### src/rtl/collision_pkg.sv
// Shared types and helpers for the collision event generator.
// Holds the invulnerability state type and default sizing.
package collision_pkg;

    typedef enum logic {ARMED, INVUL} invul_state_t;

    localparam int NUM_BALLS_DEF    = 4;
    localparam int INVUL_FRAMES_DEF = 60;
    localparam int MAX_BALLS        = 32;

    // Isolate the lowest set bit; zero input yields zero.
    function automatic logic [MAX_BALLS-1:0] lowest_onehot(
        input logic [MAX_BALLS-1:0] v
    );
        return v & (~v + MAX_BALLS'(1));
    endfunction

endpackage

### src/rtl/collision_event_generator_invul_timer.sv
// Player invulnerability window after a reported player-ball hit.
// Advances once per enabled frame tick; counter saturates at zero.
module invul_timer
    import collision_pkg::*;
#(
    parameter int INVUL_FRAMES = INVUL_FRAMES_DEF,
    parameter int INVUL_W      = 6
) (
    input  logic clk,
    input  logic reset,
    input  logic tick,
    input  logic hit,
    output logic invulnerable,
    output logic suppress
);

    invul_state_t       state, state_n;
    logic [INVUL_W-1:0] cnt, cnt_n;

    // State and counter registers.
    always_ff @(posedge clk) begin
        if (reset) begin
            state <= ARMED;
            cnt   <= '0;
        end else begin
            state <= state_n;
            cnt   <= cnt_n;
        end
    end

    // Arm on a hit, count frames down, re-arm when the window ends.
    always_comb begin
        state_n = state;
        cnt_n   = cnt;
        if (tick) begin
            unique case (state)
                ARMED: begin
                    if (hit) begin
                        state_n = INVUL;
                        cnt_n   = INVUL_W'(INVUL_FRAMES);
                    end
                end
                INVUL: begin
                    if (cnt <= INVUL_W'(1)) begin
                        state_n = ARMED;
                        cnt_n   = '0;
                    end else begin
                        cnt_n = cnt - INVUL_W'(1);
                    end
                end
                default: begin
                    state_n = ARMED;
                    cnt_n   = '0;
                end
            endcase
        end
    end

    assign invulnerable = (state == INVUL);
    assign suppress     = (state == INVUL);

    a_frames_nonzero: assert property (
        @(posedge clk) INVUL_FRAMES != 0
    ) else $error("INVUL_FRAMES must be nonzero");

    a_width_fits: assert property (
        @(posedge clk) (64'd1 << INVUL_W) > 64'(INVUL_FRAMES)
    ) else $error("INVUL_W too narrow for INVUL_FRAMES");

endmodule

### src/rtl/collision_event_generator.sv
// Per-frame collision flags from drawing-request overlaps.
// Publishes one-cycle pulses at each frame strobe, then clears.
module collision_event_generator
    import collision_pkg::*;
#(
    parameter int NUM_BALLS    = NUM_BALLS_DEF,
    parameter int INVUL_FRAMES = INVUL_FRAMES_DEF,
    parameter int INVUL_W      = 6
) (
    input  logic                 clk,
    input  logic                 reset,
    input  logic                 startOfFrame,
    input  logic                 enable,
    input  logic                 playerDR,
    input  logic                 ropeDR,
    input  logic                 ropeActive,
    input  logic                 presentDR,
    input  logic [NUM_BALLS-1:0] ballDR,
    output logic [NUM_BALLS-1:0] col_player_ball,
    output logic [NUM_BALLS-1:0] col_rope_ball,
    output logic                 col_present,
    output logic                 invulnerable
);

    logic [NUM_BALLS-1:0] pb_now, rb_now;
    logic                 pp_now;
    logic [NUM_BALLS-1:0] pb_sticky, rb_sticky;
    logic                 pp_sticky;
    logic [MAX_BALLS-1:0] rb_low;
    logic [NUM_BALLS-1:0] rb_first;
    logic                 tick, suppress;

    assign pb_now = {NUM_BALLS{playerDR}} & ballDR;
    assign rb_now = {NUM_BALLS{ropeDR & ropeActive}} & ballDR;
    assign pp_now = playerDR & presentDR;
    assign tick   = startOfFrame & enable;

    // The rope is consumed by its first hit: keep the lowest ball only.
    assign rb_low   = lowest_onehot(MAX_BALLS'(rb_sticky));
    assign rb_first = rb_low[NUM_BALLS-1:0];

    // Sticky overlap flags; a strobe-cycle overlap seeds the new frame.
    always_ff @(posedge clk) begin
        if (reset) begin
            pb_sticky <= '0;
            rb_sticky <= '0;
            pp_sticky <= 1'b0;
        end else if (startOfFrame) begin
            pb_sticky <= enable ? pb_now : '0;
            rb_sticky <= enable ? rb_now : '0;
            pp_sticky <= enable & pp_now;
        end else if (enable) begin
            pb_sticky <= pb_sticky | pb_now;
            rb_sticky <= rb_sticky | rb_now;
            pp_sticky <= pp_sticky | pp_now;
        end
    end

    // Publish registers: high for exactly one cycle after the strobe.
    always_ff @(posedge clk) begin
        if (reset) begin
            col_player_ball <= '0;
            col_rope_ball   <= '0;
            col_present     <= 1'b0;
        end else begin
            col_player_ball <= (tick && !suppress) ? pb_sticky : '0;
            col_rope_ball   <= tick ? rb_first : '0;
            col_present     <= tick & pp_sticky;
        end
    end

    invul_timer #(
        .INVUL_FRAMES (INVUL_FRAMES),
        .INVUL_W      (INVUL_W)
    ) u_invul_timer (
        .clk          (clk),
        .reset        (reset),
        .tick         (tick),
        .hit          (|pb_sticky),
        .invulnerable (invulnerable),
        .suppress     (suppress)
    );

    a_balls_fit: assert property (
        @(posedge clk) NUM_BALLS <= MAX_BALLS
    ) else $error("NUM_BALLS exceeds MAX_BALLS");

    a_rope_onehot0: assert property (
        @(posedge clk) $onehot0(col_rope_ball)
    ) else $error("col_rope_ball not onehot0");

endmodule

### config.mk
export PLATFORM = sky130hd
export DESIGN_NAME = collision_event_generator
export DESIGN_NICKNAME = d
export VERILOG_FILES = /design/src/rtl/collision_pkg.sv /design/src/rtl/collision_event_generator_invul_timer.sv /design/src/rtl/collision_event_generator.sv
export SDC_FILE = /design/constraint.sdc
export NUM_CORES = 1
export LEC_CHECK = 0
export CAP_MARGIN = 20
export CORE_AREA = 2 2 48 50
export CTS_BUF_LIST = sky130_fd_sc_hd__clkbuf_16
export DETAILED_ROUTE_END_ITERATION = 10
export DIE_AREA = 0 0 50 52
export PLACE_DENSITY = 0.76
export SLEW_MARGIN = 20
export SYNTH_ARGS = -nofsm -noshare
export SYNTH_HDL_FRONTEND = slang
export SYNTH_SLANG_ARGS = --single-unit
### constraint.sdc
create_clock -name clk -period 3.9 [get_ports clk]
set_input_delay 0.78 -clock clk [delete_from_list [all_inputs] [get_ports clk]]
set_output_delay 0.78 -clock clk [all_outputs]
set_load 0.02 [all_outputs]
* Word level (Yosys, flattened, before mapping)
Index checks and enable logic that the tools add are counted.
** Word-level totals
- Flip-flop bits (word level) :: 25
- Word-level logic and storage cells :: 48
** Cells by class
- Add/subtract/negate cells :: 2
- Equality and inequality tests :: 1
- Muxes and demuxes :: 14
- Magnitude comparators :: 1
- Bitwise gates (word level) :: 15
- Reductions and logical operators :: 7
** Operator list (count)
- 4-bit two-way mux :: 6
- 4-bit AND :: 3
- 6-bit two-way mux :: 2
- 6-bit one-hot mux with 2 select lines :: 1
- 4-bit OR :: 2
- 6-bit by 1-bit less-or-equal comparator with 1-bit output, second input constant :: 1
- 6-bit by 1-bit subtractor with 6-bit output, second input constant :: 1
- 1-bit AND :: 5
- 4-bit by 1-bit adder with 4-bit output, second input constant :: 1
- 1-bit two-way mux :: 4
- 4-bit NOT :: 1
- 2-bit OR reduction :: 2
- 4-bit OR reduction :: 1
- 1-bit NOT :: 3
- 2-bit by 1-bit inequality test with 1-bit output, second input constant :: 1
- 1-bit one-hot mux with 2 select lines :: 1
- 2-bit AND reduction :: 1
- 2-bit nonzero test :: 1
- 1-bit logical AND :: 1
- 1-bit logical NOT :: 1
- 1-bit OR :: 1

* Depth between registers and ports, before layout
- Word-level depth :: 5
- Gate-level depth with buffers :: 5

* Modules after synthesis
From an unflattened synthesis, not the netlist that was laid out.
** Second synthesis, totals
- Cell total of the unflattened synthesis :: 109
- Area total of the unflattened synthesis :: 1054.8 um^2
** By module, submodules not included
- collision_event_generator :: instances 1, cells each 56, area each 623.1 um^2
- invul_timer :: instances 1, cells each 53, area each 431.7 um^2

* Worst setup path before layout
OpenSTA, ideal clock, no wires.
- Kind :: input -> register
- From :: in enable
- To :: reg u_invul_timer.cnt[4]
- Stages :: 4
- Path buffers :: 1
- Setup time :: 135 ps
- Data arrival time :: 1510 ps
- Path slack :: 2256 ps
- Data required time :: 3765 ps
- Cells stage by stage :: buf_2 > nand3_1 > o311ai_0 > o21ai_0
** On the way
- Longest elaborated chain between the ends :: 2
** Ends and longest elaborated chain
- from (decl) :: RTL line collision_event_generator.sv:13 : input logic enable,
- 1-bit AND :: RTL line collision_event_generator.sv:36 : assign tick = startOfFrame & enable;
- 2-bit AND reduction (no line)
- to (signal assigned) :: RTL line collision_event_generator_invul_timer.sv:27 : cnt <= cnt_n;
- to (decl) :: RTL line collision_event_generator_invul_timer.sv:18 : logic [INVUL_W-1:0] cnt, cnt_n;
Every way passes these cells.
A chain may end at the register's enable or synchronous reset.

* Final worst setup path
- From :: reg u_invul_timer.state, in the netlist u_invul_timer.invulnerable
- To :: out invulnerable
** RTL lines
- from (decl) :: RTL line collision_event_generator_invul_timer.sv:17 : invul_state_t state, state_n;
- from (signal assigned) :: RTL line collision_event_generator_invul_timer.sv:26 : state <= state_n;
- to (decl) :: RTL line collision_event_generator.sv:22 : output logic invulnerable
No word-level cell between the ends.

==> impl_metrics.py <==
metrics = {
    "run_status": {
        "status": "finished clean",
    },
    "sta": {
        "fin_skew_ps": 2.848,
        "finalSetupViolCount": 0,
        "slew_violations": 0,
        "rsz0062_at_grt": "false",
        "finalHoldViolCount": 0,
        "tightest_slew_ps": 658.7,
        "slew_headroom_pct": 55.75,
        "tns_ps": 0,
        "period_minus_slack_ps": 2127,
        "finalCritPeriodShare_pct": 54.55,
        "holdWs_ps": 464.0,
        "fmax_ghz": 0.4701,
    },
    "floorplan": {
        "rows": 17,
        "top_level_ports": 22,
        "die_w_um": 50,
        "die_area_um2": 2600,
        "start_util_pct": 47.18,
        "die_h_um": 52,
        "fp.coreArea_um2": 2106,
    },
    "placed_design": {
        "placed_cells": 151,
        "routabilityCongestion": 0.8294,
        "dp_hpwl_mm": 1.528,
        "numPortBuffers": 21,
    },
    "synthesis": {
        "syn-num-nets": 118,
        "ys_seq_area_share_pct": 50.38,
        "synth_area_um2": 993.5,
        "synth_cells": 104,
        "yosys.cell_types.count": 37,
        "avgSynthCellArea_um2": 9.552,
        "ys_ff_latch": 25,
        "yosysWarnings": 0,
    },
    "setup_path": {
        "path_class": "register to output port",
        "critPathRequiredTime_ps": 3120,
        "crit_buf_inv": 1,
        "cp_data_arrival_time_ps": 1350,
        "cp_max_fo": 7,
        "cp-start-kind": "register",
        "endpoint_kind": "output port",
        "critical-path-max-stage-delay_ps": 650,
        "crit_slowest_cell": "clkdlybuf4s50_1",
        "crit_chain": "clkdlybuf4s50_1",
        "path_delay_family": "buffers and inverters",
    },
    "cts": {
        "post_cts_buffers": 0,
        "cts_resized": 0,
        "htreeDepth": 1,
        "cts_tree": "done",
        "postCtsHoldBufs": 0,
        "cts_buffer_depth": 2,
        "clock-sinks": 25,
        "clkTransAtPathRegs_ps": 60,
        "insertion_delay_ps": 250,
        "clockRootBuffer": "clkbuf_16",
        "cts_buffers": 3,
    },
    "drt": {
        "wl_per_cell_um": 13.58,
        "wl_mm": 2.105,
        "ant_nets": 0,
        "via_count": 877,
        "first_iter_violations": 27,
        "vias_per_cell": 5.658,
        "first_pass_iters": 4,
        "drc": 0,
    },
    "final_layout": {
        "multiInputGateArea_um2": 461.7,
        "drive_gt1_share_pct": 5.512,
        "antenna_cells": 0,
        "nNetsFinal": 142,
        "areaGrowthSynthToFinish_pct": 32.12,
        "fillers": 168,
        "final_cell_mix": "dfxtp_1, clkdlybuf4s50_1, nor2_1",
        "layout_commonest_cell": "dfxtp_1",
        "final_cells": 155,
        "register_area_um2": 500.5,
    },
    "grt": {
        "antenna_found_initial": 0,
        "grt_pass1_wl_mm": 3.629,
        "grtUsageTotal_pct": 18.24,
        "overflow": 0,
        "grt_max_degree": 17,
        "grt_pass1_vias": 836,
    },
    "job": {
        "maxCapViolations": 0,
    },
    "pwr": {
        "power_density_nw_per_um2": 420.5,
        "p_leak_nw": 0.4741,
        "ir_drop_mv": 0.3230,
    },
    "min_path": {
        "hold_class": "register to register",
    },
}
synth_stat cells:
cell type  instances  share of area [%]
or2_0              1               0.63
a22oi_1            4                3.0
and2b_1            1               0.76
o32ai_1            2                1.8
clkbuf_1           1               0.38
nand3_1            3                1.5
nand2_1            2               0.76
nor2_1            14                5.3
nor4_1             2                1.3
a41oi_1            1               0.88
a21oi_1            2                1.0
and2_1             6                3.8
o311ai_0           1               0.88
a2111oi_0          1               0.88
inv_1              5                1.9
nand3b_1           1               0.76
a2bb2oi_1          1               0.88
nor4b_1            1               0.88
o21ai_0            2                1.0
a211oi_1           1               0.76
nor3b_1            1               0.76
and3_1             1               0.63
a221oi_1           1               0.88
dfxtp_1           25                 50
or4_4              1                1.1
or3_2              1               0.76
o221a_2            1                1.1
ha_1               2                2.5
a21o_1             2                1.5
a32o_1             1                1.0
buf_2              1               0.50
nand2b_1           2                1.3
clkinv_1           1               0.38
a32oi_1            5                4.4
a31oi_1            1               0.63
nor3_1             5                2.5
or3_1              1               0.63
registers in the layout (all words and copies together) (netlist names):
signal / flops
u_invul_timer.invulnerable: 1
col_player_ball: 4
u_invul_timer.cnt: 6
col_rope_ball: 4
rb_sticky: 4
pb_sticky: 4
col_present: 1
pp_sticky: 1
layer usage:
| metal | part of all wire [%] | vias up | GRT usage, % |
|---|---|---|---|
| met3 | 5.3 | 2 | 3.448 |
| met2 | 48 | 33 | 30.26 |
| met5 | 0 | - | 0 |
| met1 | 46 | 407 | 23.42 |
| li1 | - | 435 | - |
| met4 | 0.76 | 0 | 6.944 |
per-stage QoR:
| step | area (um2) | utilization [%] | worst slack [ps] | power, mW |
|---|---|---|---|---|
| after floorplan | 993.5 | - | 2256 | 0.3075 |
| after global placement | 1230 | 58.41 | 1615 | 0.3301 |
| after detailed placement | 1230 | 58.41 | 1576 | 0.3308 |
| after CTS | 1313 | 62.33 | 1772 | 0.5537 |
| after global routing | 1313 | 62.33 | 1699 | 0.5737 |
| final | 1313 | 62.33 | 1773 | 0.5519 |
cell type report:
cell class                      instances  area share [%]
Clock buffer                            3           5.720
Multi-Input combinational cell         71           35.18
Inverter                                6           1.716
Timing Repair Buffer                   21           16.02
Sequential cell                        25           38.13
Clock inverter                          1          0.5720
Tap cell                               28           2.669
where the power goes:
group          switching (mW)  internal [mW]  total (mW)
Sequential            0.00721          0.262       0.270
Combinational          0.0291         0.0287      0.0578
Clock                  0.0857          0.139       0.225
Total                   0.122          0.430       0.552
logic make-up (layout without fill, tap and decap cells):
group | after synthesis | after routing | share of synthesized area, %
fa+ha+maj | 2 | 2 | 2.518
compound gates | 26 | 26 | 20.66
buf+inv | 8 | 31 | 3.148
flops | 25 | 25 | 50.38
simple gates | 43 | 43 | 23.30
path summary, 6_finish.rpt:
kind                                to                        from  cells past startpoint  slack, ps
setup reg to reg  u_invul_timer.cnt[0]        u_invul_timer.cnt[0]                      5       2220
hold / removal        col_rope_ball[3]                rb_sticky[3]                      2        460
setup / recovery          invulnerable  u_invul_timer.invulnerable                      1       1770
hold reg to reg       col_rope_ball[3]                rb_sticky[3]                      2        460
worst reg2reg max path: stages, from the launching register on:
cell and delay, ps:
dfxtp_1 410, inv_1 100, ha_1 270, nor2_1 280, nor3_1 100, a2111oi_0 400
Power figures use the tool's default switching activity.
